==> config.mk <==
export PLATFORM = sky130hd
export DESIGN_NAME = normalize_pack
export DESIGN_NICKNAME = d
export VERILOG_FILES = /design/src/rtl/normalize_pack.sv
export SDC_FILE = /design/constraint.sdc
export NUM_CORES = 1
export LEC_CHECK = 0
export BUFFER_PORTS_ARGS = -buffer_cell sky130_fd_sc_hd__buf_2
export CAP_MARGIN = 20
export CORE_AREA = 2 2 79 81
export DETAILED_ROUTE_END_ITERATION = 12
export DIE_AREA = 0 0 81 83
export GPL_ROUTABILITY_DRIVEN = 0
export PLACE_DENSITY = 0.68
export SETUP_SLACK_MARGIN = 0.2
export SLEW_MARGIN = 20
export SYNTH_ARGS = -nofsm -noshare
export SYNTH_HDL_FRONTEND = slang
export SYNTH_SLANG_ARGS = --single-unit
==> constraint.sdc <==
create_clock -name clk -period 6.2 [get_ports clk]
set_input_delay 0.93 -clock clk [delete_from_list [all_inputs] [get_ports clk]]
set_output_delay 0.93 -clock clk [all_outputs]
set_load 0.05 [all_outputs]
==> src/rtl/normalize_pack.sv <==
// -----------------------------------------------------------------------------
// normalize_pack
//
// Back end of the half-precision adder datapath. It accepts the raw mantissa
// sum, the working (biased) exponent and the result sign from the align/add
// stage. It then normalizes by one bit position per cycle and packs an
// IEEE 754 binary16 result. Zero, overflow (saturate to infinity) and
// underflow (subnormal result) are classified on the way. Rounding is
// truncation (round toward zero) throughout.
//
// Handshake semantics (both sides): a transfer happens on a rising clk edge
// where valid and ready are both 1 and rst_n is 1. in_ready is high only in
// IDLE. out_valid is high only in DONE. While out_valid is high, result and the
// flags are held stable until the consumer takes them with out_ready. Only one
// operation is in flight at a time, and there is no bypass from DONE to a new
// accept.
//
// Ports:
//   clk        clock, all logic on the rising edge
//   rst_n      synchronous active-low reset
//   in_valid   operand present
//   in_ready   block can accept (state == IDLE)
//   sign_in    result sign
//   exp_in     working biased exponent of the sum (0 means subnormal scale)
//   mant_in    raw sum: [FRAC_W+1] carry, [FRAC_W] hidden, [FRAC_W-1:0] fraction
//   out_valid  result held valid
//   out_ready  consumer accepts
//   result     packed {sign, exp, frac}
//   zero       result is exact zero
//   ovf        result saturated to infinity
//   unf        result is subnormal
//   state_dbg  current FSM state (IDLE=0, NORM=1, DONE=2) for observation
// -----------------------------------------------------------------------------
module normalize_pack #(
  parameter int EXP_W  = 5,
  parameter int FRAC_W = 10
) (
  input  logic                    clk,
  input  logic                    rst_n,
  input  logic                    in_valid,
  output logic                    in_ready,
  input  logic                    sign_in,
  input  logic [EXP_W-1:0]        exp_in,
  input  logic [FRAC_W+1:0]       mant_in,
  output logic                    out_valid,
  input  logic                    out_ready,
  output logic [EXP_W+FRAC_W:0]   result,
  output logic                    zero,
  output logic                    ovf,
  output logic                    unf,
  output logic [1:0]              state_dbg
);

  typedef enum logic [1:0] {
    IDLE = 2'd0,
    NORM = 2'd1,
    DONE = 2'd2
  } state_t;

  // Exponent landmarks: all-ones is infinity, all-ones minus one is the
  // largest finite exponent, and one is the subnormal scale.
  localparam logic [EXP_W-1:0]  EXP_INF  = {EXP_W{1'b1}};
  localparam logic [EXP_W-1:0]  EXP_TOP  = {{(EXP_W-1){1'b1}}, 1'b0};
  localparam logic [EXP_W-1:0]  EXP_ONE  = {{(EXP_W-1){1'b0}}, 1'b1};
  localparam logic [FRAC_W-1:0] FRAC_NIL = {FRAC_W{1'b0}};

  state_t            state;
  logic              s_r;
  logic [EXP_W-1:0]  exp_r;
  logic [FRAC_W+1:0] mant_r;

  assign in_ready  = (state == IDLE);
  assign state_dbg = state;

  always_ff @(posedge clk) begin
    if (!rst_n) begin
      state     <= IDLE;
      s_r       <= 1'b0;
      exp_r     <= '0;
      mant_r    <= '0;
      out_valid <= 1'b0;
      result    <= '0;
      zero      <= 1'b0;
      ovf       <= 1'b0;
      unf       <= 1'b0;
    end else begin
      case (state)
        IDLE: begin
          if (in_valid) begin
            s_r    <= sign_in;
            // An exponent of zero means the operands were subnormal. Their
            // scale is the same as exponent 1, so normalize from there.
            exp_r  <= (exp_in == '0) ? EXP_ONE : exp_in;
            mant_r <= mant_in;
            zero   <= 1'b0;
            ovf    <= 1'b0;
            unf    <= 1'b0;
            state  <= NORM;
          end
        end

        NORM: begin
          // Exactly one action per cycle. The order of these tests matters.
          if (exp_r == EXP_INF) begin
            result    <= {s_r, EXP_INF, FRAC_NIL};
            ovf       <= 1'b1;
            out_valid <= 1'b1;
            state     <= DONE;
          end else if (mant_r == '0) begin
            // An exact zero is always reported as +0.
            result    <= '0;
            zero      <= 1'b1;
            out_valid <= 1'b1;
            state     <= DONE;
          end else if (mant_r[FRAC_W+1]) begin
            if (exp_r == EXP_TOP) begin
              // The carry would push the exponent to infinity.
              result    <= {s_r, EXP_INF, FRAC_NIL};
              ovf       <= 1'b1;
              out_valid <= 1'b1;
              state     <= DONE;
            end else begin
              // The shifted-out LSB is dropped (truncation).
              mant_r <= mant_r >> 1;
              exp_r  <= exp_r + EXP_ONE;
            end
          end else if (mant_r[FRAC_W]) begin
            result    <= {s_r, exp_r, mant_r[FRAC_W-1:0]};
            out_valid <= 1'b1;
            state     <= DONE;
          end else if (exp_r == EXP_ONE) begin
            // Out of exponent range without a hidden bit: pack as subnormal.
            result    <= {s_r, {EXP_W{1'b0}}, mant_r[FRAC_W-1:0]};
            unf       <= 1'b1;
            out_valid <= 1'b1;
            state     <= DONE;
          end else begin
            mant_r <= mant_r << 1;
            exp_r  <= exp_r - EXP_ONE;
          end
        end

        DONE: begin
          if (out_ready) begin
            out_valid <= 1'b0;
            state     <= IDLE;
          end
        end

        default: begin
          out_valid <= 1'b0;
          state     <= IDLE;
        end
      endcase
    end
  end

endmodule

==> results of run 1 <==
## sequential cells by signal, indices dropped and copies added, names as in the netlist, 2 cells and up
name / cells
state_dbg: 2
mant_r: 12
result: 16
exp_r: 5
## cell usage after synthesis (2+ instances only)
cell	number	share of area (%)
dfxtp_1	40	35
nor2_1	5	0.82
mux2_2	2	0.98
inv_1	6	0.98
nand3_1	23	5.0
a21oi_1	8	1.7
and4_1	2	0.76
buf_2	3	0.65
nand2b_1	2	0.54
nor3b_1	2	0.65
o21ai_0	13	2.8
or3_1	2	0.54
nor4_1	5	1.4
o2111ai_1	5	1.9
nand2_1	45	7.3
a311oi_1	2	0.76
o22ai_1	3	0.82
buf_1	2	0.33
a31o_2	10	3.8
o31ai_1	5	1.6
a211oi_1	6	2.0
nor3_1	5	1.1
nand4_1	2	0.54
buf_6	3	1.5
mux2i_1	24	10
ha_1	5	2.7
clkbuf_1	16	2.6
## worst reg2reg max path: stages, from the launching register on
cell and delay (ns):
dfxtp_1 0.41, ha_1 0.27, and3_1 0.18, ha_1 0.32
a311oi_1 0.73, o21ai_4 0.33, a32o_1 0.35
## worst max path at each step
stage	from	end	slack (ns)	depth (start not counted)
6_report	exp_r[0]$_SDFFE_PN0P_	exp_r[0]$_SDFFE_PN0P_	3.50	6
5_1_grt	rst_n	result[5]$_SDFFE_PN0P_	3.32	5
4_1_cts	rst_n	result[7]$_SDFFE_PN0P_	3.27	5
3_5_place_dp	rst_n	result[7]$_SDFFE_PN0P_	2.93	5
3_3_place_gp	rst_n	result[5]$_SDFFE_PN0P_	3.02	5
2_1_floorplan	state_dbg[0]$_SDFFE_PN0P_	in_ready	4.02	1
## cells by family after synthesis
logic type,count (synthesis)
and+or+nand+nor,98
AOI/OAI and AO/OA,70
DFF,40
buffers and inverters,31
muxes,26
adders and majority gates,5
xor gates and xnor gates,2
## per-layer routing
layer  routed length (um)  global-route usage, %  share of wire (%)  up-vias
met5                    0                      0                  0        -
met4                   81                   5.55                1.4        0
met3                  236                   3.37                4.1        9
met2                 2630                   26.5                 46       58
met1                 2780                   22.9                 48     1018
li1                     -                      -                  -     1067
## layout by cell type (no fill, tap or decap), types with 6 or more instances in the layout
cell type / netlist / routed
nand3_1: 23 / 23
a21oi_1: 8 / 8
nand2_1: 45 / 45
dfxtp_1: 40 / 40
inv_1: 6 / 6
mux2i_1: 24 / 24
a211oi_1: 6 / 6
o21ai_0: 13 / 13
a31o_2: 10 / 10
buf_2: 3 / 44
## power by group through the flow
stage	combinational, W	clock, W	sequential [W]
after CTS	0.000742	0.000228	0.000447
after global placement	0.000736	0	0.000450
after global routing	0.000809	0.000238	0.000462
final	0.000746	0.000224	0.000449
after floorplan	0.000563	0	0.000496
after detailed placement	0.000738	0	0.000453
## area by class of cell
type / count / area (um2) / area share (%)
Tap cell: 75 / 93.8 / 3.57
Timing Repair Buffer: 48 / 250 / 9.52
Sequential cell: 40 / 801 / 30.5
Multi-Input combinational cell: 201 / 1350 / 51.2
Clock inverter: 3 / 46.3 / 1.76
Inverter: 6 / 22.5 / 0.857
Clock buffer: 5 / 68.8 / 2.62
## stage by stage
step           worst slack, ns  hold WS (ns)  util (%)  cell area, um2  power [W]
2_1_floorplan             4.02         0.437         -            2300    0.00106
3_3_place_gp              3.02         0.440      43.1            2510    0.00119
3_5_place_dp              2.93         0.449      43.1            2510    0.00119
4_1_cts                   3.27         0.460      45.1            2620    0.00142
5_1_grt                   3.32         0.478      45.2            2630    0.00151
6_report                  3.50         0.457      45.2            2630    0.00142
==> results.sh, run 1 <==
export IMPL_outcome="completed"
export IMPL_r2r_end="exp_r[0]$_SDFFE_PN0P_"
export IMPL_cpPeakStageDelay_ns=0.73
export IMPL_final_setup_skew_ns=0.00902
export IMPL_critPathRequiredTime_ns=6.40
export IMPL_drcViolationCount=0
export IMPL_r2r_start="exp_r[0]$_SDFFE_PN0P_"
export IMPL_hold_end="zero$_SDFFE_PN0P_"
export IMPL_rsz0062_at_grt="false"
export IMPL_dieArea_um2=6720
export IMPL_place_inst=370
export IMPL_grt_use_total_pct=16.9
export IMPL_fmax_ghz=0.371
export IMPL_nets=329
export IMPL_h_tree_depth=2
export IMPL_ys_flop_type="dfxtp_1"
export IMPL_crit_path_end_kind="flip-flop"
export IMPL_crit_path_cell_trace="ha_1, and3_1, ha_1, a311oi_1, o21ai_4, a32o_1"
export IMPL_drive_above_1_share_pct=24.4
export IMPL_clk_pin_slew_worst_paths_ns=0.09
export IMPL_hold_path_class="flip-flop to flip-flop"
export IMPL_muxShareOfSynthArea_pct=11.4
export IMPL_slew_headroom_pct=42.4
export IMPL_finalWirelength_um=5730
export IMPL_ctsRootBufferMaster="clkbuf_8"
export IMPL_pwr_share_clk_pct=15.8
export IMPL_drtIter0Drc=117
export IMPL_clock_path_buffers=2
export IMPL_power_switching_w=0.000699
export IMPL_worst_pin_slew_ns=0.859
export IMPL_clkSinkCount=40
export IMPL_grt_pass1_wl_um=9200
export IMPL_synth_warnings=0
export IMPL_wire_per_inst_um=15.2
export IMPL_drv_cap=0
export IMPL_seq_power_share_pct=31.6
export IMPL_swShare_pct=49.3
export IMPL_syn2layout_area_growth_pct=14.2
export IMPL_gr_total_overflow=0
export IMPL_synthXorXnorAreaFrac_pct=0.761
export IMPL_layout_min_cycle_time_ns=2.70
export IMPL_yosysUniqueCellTypes=53
export IMPL_vias=2152
export IMPL_power_internal_w=0.000720
export IMPL_n_fill_cell=590
export IMPL_cts_tree="done"
export IMPL_setup_tns_ns=0
export IMPL_grt_pass1_vias=1941
export IMPL_dr_pass1_iters=4
export IMPL_die_w_um=81
export IMPL_syn_inst=272
export IMPL_synth_compound_area_share_pct=23.2
export IMPL_worstSetupPathType="flip-flop to flip-flop"
export IMPL_cp_max_fo=15
export IMPL_num_rows=28
export IMPL_synth_edf_count=0
export IMPL_netlist_area_um2=2300
export IMPL_hold_path_depth=2
export IMPL_share_comb_of_total_power_pct=52.6
export IMPL_cts_resized=0
export IMPL_start_util_pct=39.6
export IMPL_startpoint_type="flip-flop"
export IMPL_ys_seq_area_share_pct=34.8
export IMPL_path_delay_family="compound AO/OA/AOI/OAI gates"
export IMPL_cts_buffers=5
export IMPL_cts_hold_buf=0
export IMPL_cp_common_cell="ha_1"
export IMPL_dp_hpwl_um=3770
export IMPL_fp_dieH_um=83
export IMPL_insertion_delay_ns=0.30
export IMPL_antenna_cells=0
export IMPL_synth_fa_ha_area_share_pct=2.72
export IMPL_syn_area_per_cell_um2=8.46
export IMPL_vias_per_cell=5.69
export IMPL_synth_simple_area_share_pct=20.2
export IMPL_synthArstFlopShare_pct=0
export IMPL_reg2reg_slack_ns=3.50
export IMPL_arrival_ns=2.90
export IMPL_ant_nets=0
export IMPL_synth_seq_cells=40
export IMPL_synth_top_family_by_area="compound AO/OA/AOI/OAI gates"
export IMPL_ir_drop_mv=0.223
export IMPL_core_area_um2=5820
export IMPL_finalSetupViolations=0
export IMPL_cts_setup_buffers=0
export IMPL_synth_nets=299
export IMPL_final_hold_viol_count=0
export IMPL_worst_path_buf_inv=0
export IMPL_grt_start_max_net_pins=50
export IMPL_ff2ff_path_depth=6
export IMPL_fin_crit_sh_pct=43.5
export IMPL_antenna_found_initial=0
export IMPL_io_buffer_count=44
export IMPL_cp_slowest_cell="a311oi_1"
export IMPL_power_density_nw_per_um2=540
export IMPL_finalMaxSlewViolations=0
export IMPL_ioPinCount=45
export IMPL_hold_start="zero$_SDFFE_PN0P_"
export IMPL_leakagePower_nw=1.04
export IMPL_finalNonFillerCells=378
No activity file was read; power rests on OpenSTA's default activity.
==> inputs of run 2 (changes only) <==
--- a/config.mk
+++ b/config.mk
@@ -5,13 +5,14 @@
 export SDC_FILE = /design/constraint.sdc
 export NUM_CORES = 1
 export LEC_CHECK = 0
+export ABC_AREA = 1
 export BUFFER_PORTS_ARGS = -buffer_cell sky130_fd_sc_hd__buf_2
 export CAP_MARGIN = 20
-export CORE_AREA = 2 2 79 81
+export CORE_AREA = 2 2 82 84
 export DETAILED_ROUTE_END_ITERATION = 12
-export DIE_AREA = 0 0 81 83
+export DIE_AREA = 0 0 84 86
 export GPL_ROUTABILITY_DRIVEN = 0
-export PLACE_DENSITY = 0.68
+export PLACE_DENSITY = 0.7
 export SETUP_SLACK_MARGIN = 0.2
 export SLEW_MARGIN = 20
 export SYNTH_ARGS = -nofsm -noshare
==> constraint.sdc (replaced) <==
create_clock -name clk -period 2.3 [get_ports clk]
set_input_delay 0.345 -clock clk [delete_from_list [all_inputs] [get_ports clk]]
set_output_delay 0.345 -clock clk [all_outputs]
set_load 0.05 [all_outputs]
==> results.sh, run 2 <==
export IMPL_outcome="completed"
export IMPL_fin_crit_sh_pct=83.4
export IMPL_crit_path_end_kind="flip-flop"
export IMPL_fp_dieH_um=86
export IMPL_core_area_um2=6280
export IMPL_synth_nets=439
export IMPL_grt_pass1_vias=2274
export IMPL_cpPeakStageDelay_ns=0.38
export IMPL_arrival_ns=2.16
export IMPL_critPathRequiredTime_ns=2.54
export IMPL_synth_top_area_share_pct=32.5
export IMPL_final_hold_viol_count=0
export IMPL_synth_seq_cells=40
export IMPL_die_w_um=84
export IMPL_n_fill_cell=687
export IMPL_setup_slack_ns=0.382
export IMPL_setup_tns_ns=0
export IMPL_startpoint_type="flip-flop"
export IMPL_largest_reg_flops=16
export IMPL_hold_start="out_ready"
export IMPL_worst_pin_slew_ns=0.642
export IMPL_cp_max_fo=20
export IMPL_cts_tree="done"
export IMPL_finalMaxSlewViolations=0
export IMPL_drcViolationCount=0
export IMPL_dr_pass1_iters=4
export IMPL_path_delay_family="simple AND/OR/NAND/NOR gates"
export IMPL_ys_flop_type="dfxtp_1"
export IMPL_slew_headroom_pct=57.2
export IMPL_final_setup_skew_ns=0.00508
export IMPL_reg2reg_slack_ns=0.38
export IMPL_io_buffer_count=44
export IMPL_synth_top_area_cell="dfxtp_1"
export IMPL_vias_per_cell=4.74
export IMPL_leakagePower_nw=1.52
export IMPL_total_power_w=0.00335
export IMPL_clock_path_buffers=2
export IMPL_finalWirelength_um=6010
export IMPL_dieArea_um2=7220
export IMPL_ff2ff_path_depth=10
export IMPL_grt_pass1_wl_um=10200
export IMPL_cts_setup_buffers=0
export IMPL_largestRegisters="result (16), mant_r (12), exp_r (5)"
export IMPL_drv_cap=0
export IMPL_ioPinCount=45
export IMPL_ir_drop_mv=0.467
export IMPL_netlist_area_um2=2460
export IMPL_vias=2510
export IMPL_synth_edf_count=0
export IMPL_fmax_ghz=0.521
export IMPL_r2r_end="mant_r[2]$_SDFFE_PN0P_"
export IMPL_rsz0062_at_grt="false"
export IMPL_worstSetupPathType="flip-flop to flip-flop"
export IMPL_yosysUniqueCellTypes=25
export IMPL_regMostFlops="result"
export IMPL_dp_hpwl_um=4340
export IMPL_nets=479
export IMPL_ys_top_cells_by_area="dfxtp_1 33%, nand2_1 17%, nor2_1 11%, inv_1 9.0%, nand3_1 7.7%"
export IMPL_hold_path_depth=4
export IMPL_gr_total_overflow=0
export IMPL_syn_area_per_cell_um2=5.98
export IMPL_synth_warnings=0
export IMPL_final_cell_mix="110 x nand2_1, 72 x nor2_1, 59 x inv_1"
export IMPL_finalHoldWorstSlack_ns=0.328
export IMPL_final_common_cell="nand2_1"
export IMPL_final_util_pct=46.0
export IMPL_num_rows=29
export IMPL_cp_slowest_cell="dfxtp_1"
export IMPL_hold_end="state_dbg[1]$_SDFFE_PN0P_"
export IMPL_syn2layout_area_growth_pct=17.3
export IMPL_start_util_pct=39.2
export IMPL_ant_nets=0
export IMPL_h_tree_depth=2
export IMPL_crit_path_cell_trace="ha_1, inv_1, nor2_1, ha_2, o21ai_1, nand4_4, buf_12, nand2_1, nand2_1, nor2_1"
export IMPL_drtIter0Drc=123
export IMPL_yosys_top_cells_count="110 x nand2_1, 73 x nor2_1, 59 x inv_1"
export IMPL_power_density_nw_per_um2=1160
export IMPL_grt_use_total_pct=17.2
export IMPL_grt_start_max_net_pins=38
export IMPL_wire_per_inst_um=11.3
export IMPL_worst_path_buf_inv=2
export IMPL_clkSinkCount=40
export IMPL_clk_pin_slew_worst_paths_ns=0.08
export IMPL_finalSetupViolations=0
export IMPL_syn_inst=412
export IMPL_r2r_start="exp_r[0]$_SDFFE_PN0P_"
export IMPL_insertion_delay_ns=0.30
export IMPL_antenna_cells=0
export IMPL_hold_path_class="primary input to flip-flop"
export IMPL_drive_above_1_share_pct=18.1
export IMPL_ctsRootBufferMaster="clkbuf_8"
export IMPL_cts_buffers=5
export IMPL_ys_seq_area_share_pct=32.5
export IMPL_yosysMostFrequentCell="nand2_1"
export IMPL_synthArstFlopShare_pct=0
export IMPL_antenna_found_initial=0
export IMPL_layout_min_cycle_time_ns=1.92
export IMPL_dpl_worst_slack_ns=0.289
export IMPL_cts_hold_buf=0
[run 2: layout make-up]
| class | count | area, um2 | area share [%] |
|---|---|---|---|
| clock buffers | 5 | 68.8 | 2.38 |
| flip-flops and latches | 40 | 801 | 27.7 |
| inverters | 67 | 251 | 8.71 |
| clock inverters | 3 | 42.5 | 1.47 |
| multi-input cells | 284 | 1320 | 45.7 |
| repair buffers | 54 | 308 | 10.7 |
| well taps | 77 | 96.3 | 3.34 |
[run 2: cells by family (layout without fill, tap and decap cells)]
group / Yosys count / after routing / synth area share [%]
simple gates: 249 / 249 / 43.8
compound gates: 30 / 30 / 6.40
fa+ha+maj: 5 / 5 / 2.54
buf+inv: 88 / 129 / 14.7
flops: 40 / 40 / 32.5
[run 2: worst max path at each step]
stage | end | depth (start not counted) | startpoint
after floorplan | exp_r[0]$_SDFFE_PN0P_ | 7 | state_dbg[0]$_SDFFE_PN0P_
after global placement | exp_r[1]$_SDFFE_PN0P_ | 9 | exp_r[0]$_SDFFE_PN0P_
after detailed placement | exp_r[1]$_SDFFE_PN0P_ | 9 | exp_r[0]$_SDFFE_PN0P_
after CTS | result[14]$_SDFFE_PN0P_ | 10 | exp_r[0]$_SDFFE_PN0P_
after global routing | result[4]$_SDFFE_PN0P_ | 10 | exp_r[0]$_SDFFE_PN0P_
final | mant_r[2]$_SDFFE_PN0P_ | 10 | exp_r[0]$_SDFFE_PN0P_
[run 2: metal layers]
| layer | GRT usage, % | up-vias | part of all wire (%) | wire length (um) |
|---|---|---|---|---|
| met2 | 27.2 | 57 | 44 | 2670 |
| met3 | 3.56 | 9 | 5.2 | 315 |
| met1 | 23.3 | 1096 | 48 | 2910 |
| met5 | 0 | - | 0 | 0 |
| met4 | 6.45 | 0 | 1.9 | 116 |
| li1 | - | 1348 | - | - |
[run 2: stage by stage]
step                instance area [um2]  std cells
floorplan                          2460        412
global placement                   2760        522
detailed placement                 2760        522
CTS                                2870        530
global route                       2890        530
finish                             2890        530
[run 2: what timing repair did]
item / CTS / global route
setup endpoints to repair: 0 / 30
hold endpoints to repair: 0 / 0
gates resized for setup: 0 / 3
[run 2: worst reg2reg max path, stage by stage (launching register included)]
cell     delay, ns
dfxtp_1       0.38
ha_1          0.22
inv_1         0.06
nor2_1        0.05
ha_2          0.20
o21ai_1       0.26
nand4_4       0.24
buf_12        0.23
nand2_1       0.07
nand2_1       0.05
nor2_1        0.10
[run 2: report_power, final]
| group | total [W] | switching, W | leakage, nW | internal, W |
|---|---|---|---|---|
| Sequential | 0.00102 | 0.000155 | 0.329 | 0.000868 |
| Combinational | 0.00174 | 0.00120 | 1.14 | 0.000534 |
| Clock | 0.000589 | 0.000268 | 0.0541 | 0.000321 |
| Total | 0.00335 | 0.00162 | 1.52 | 0.00172 |
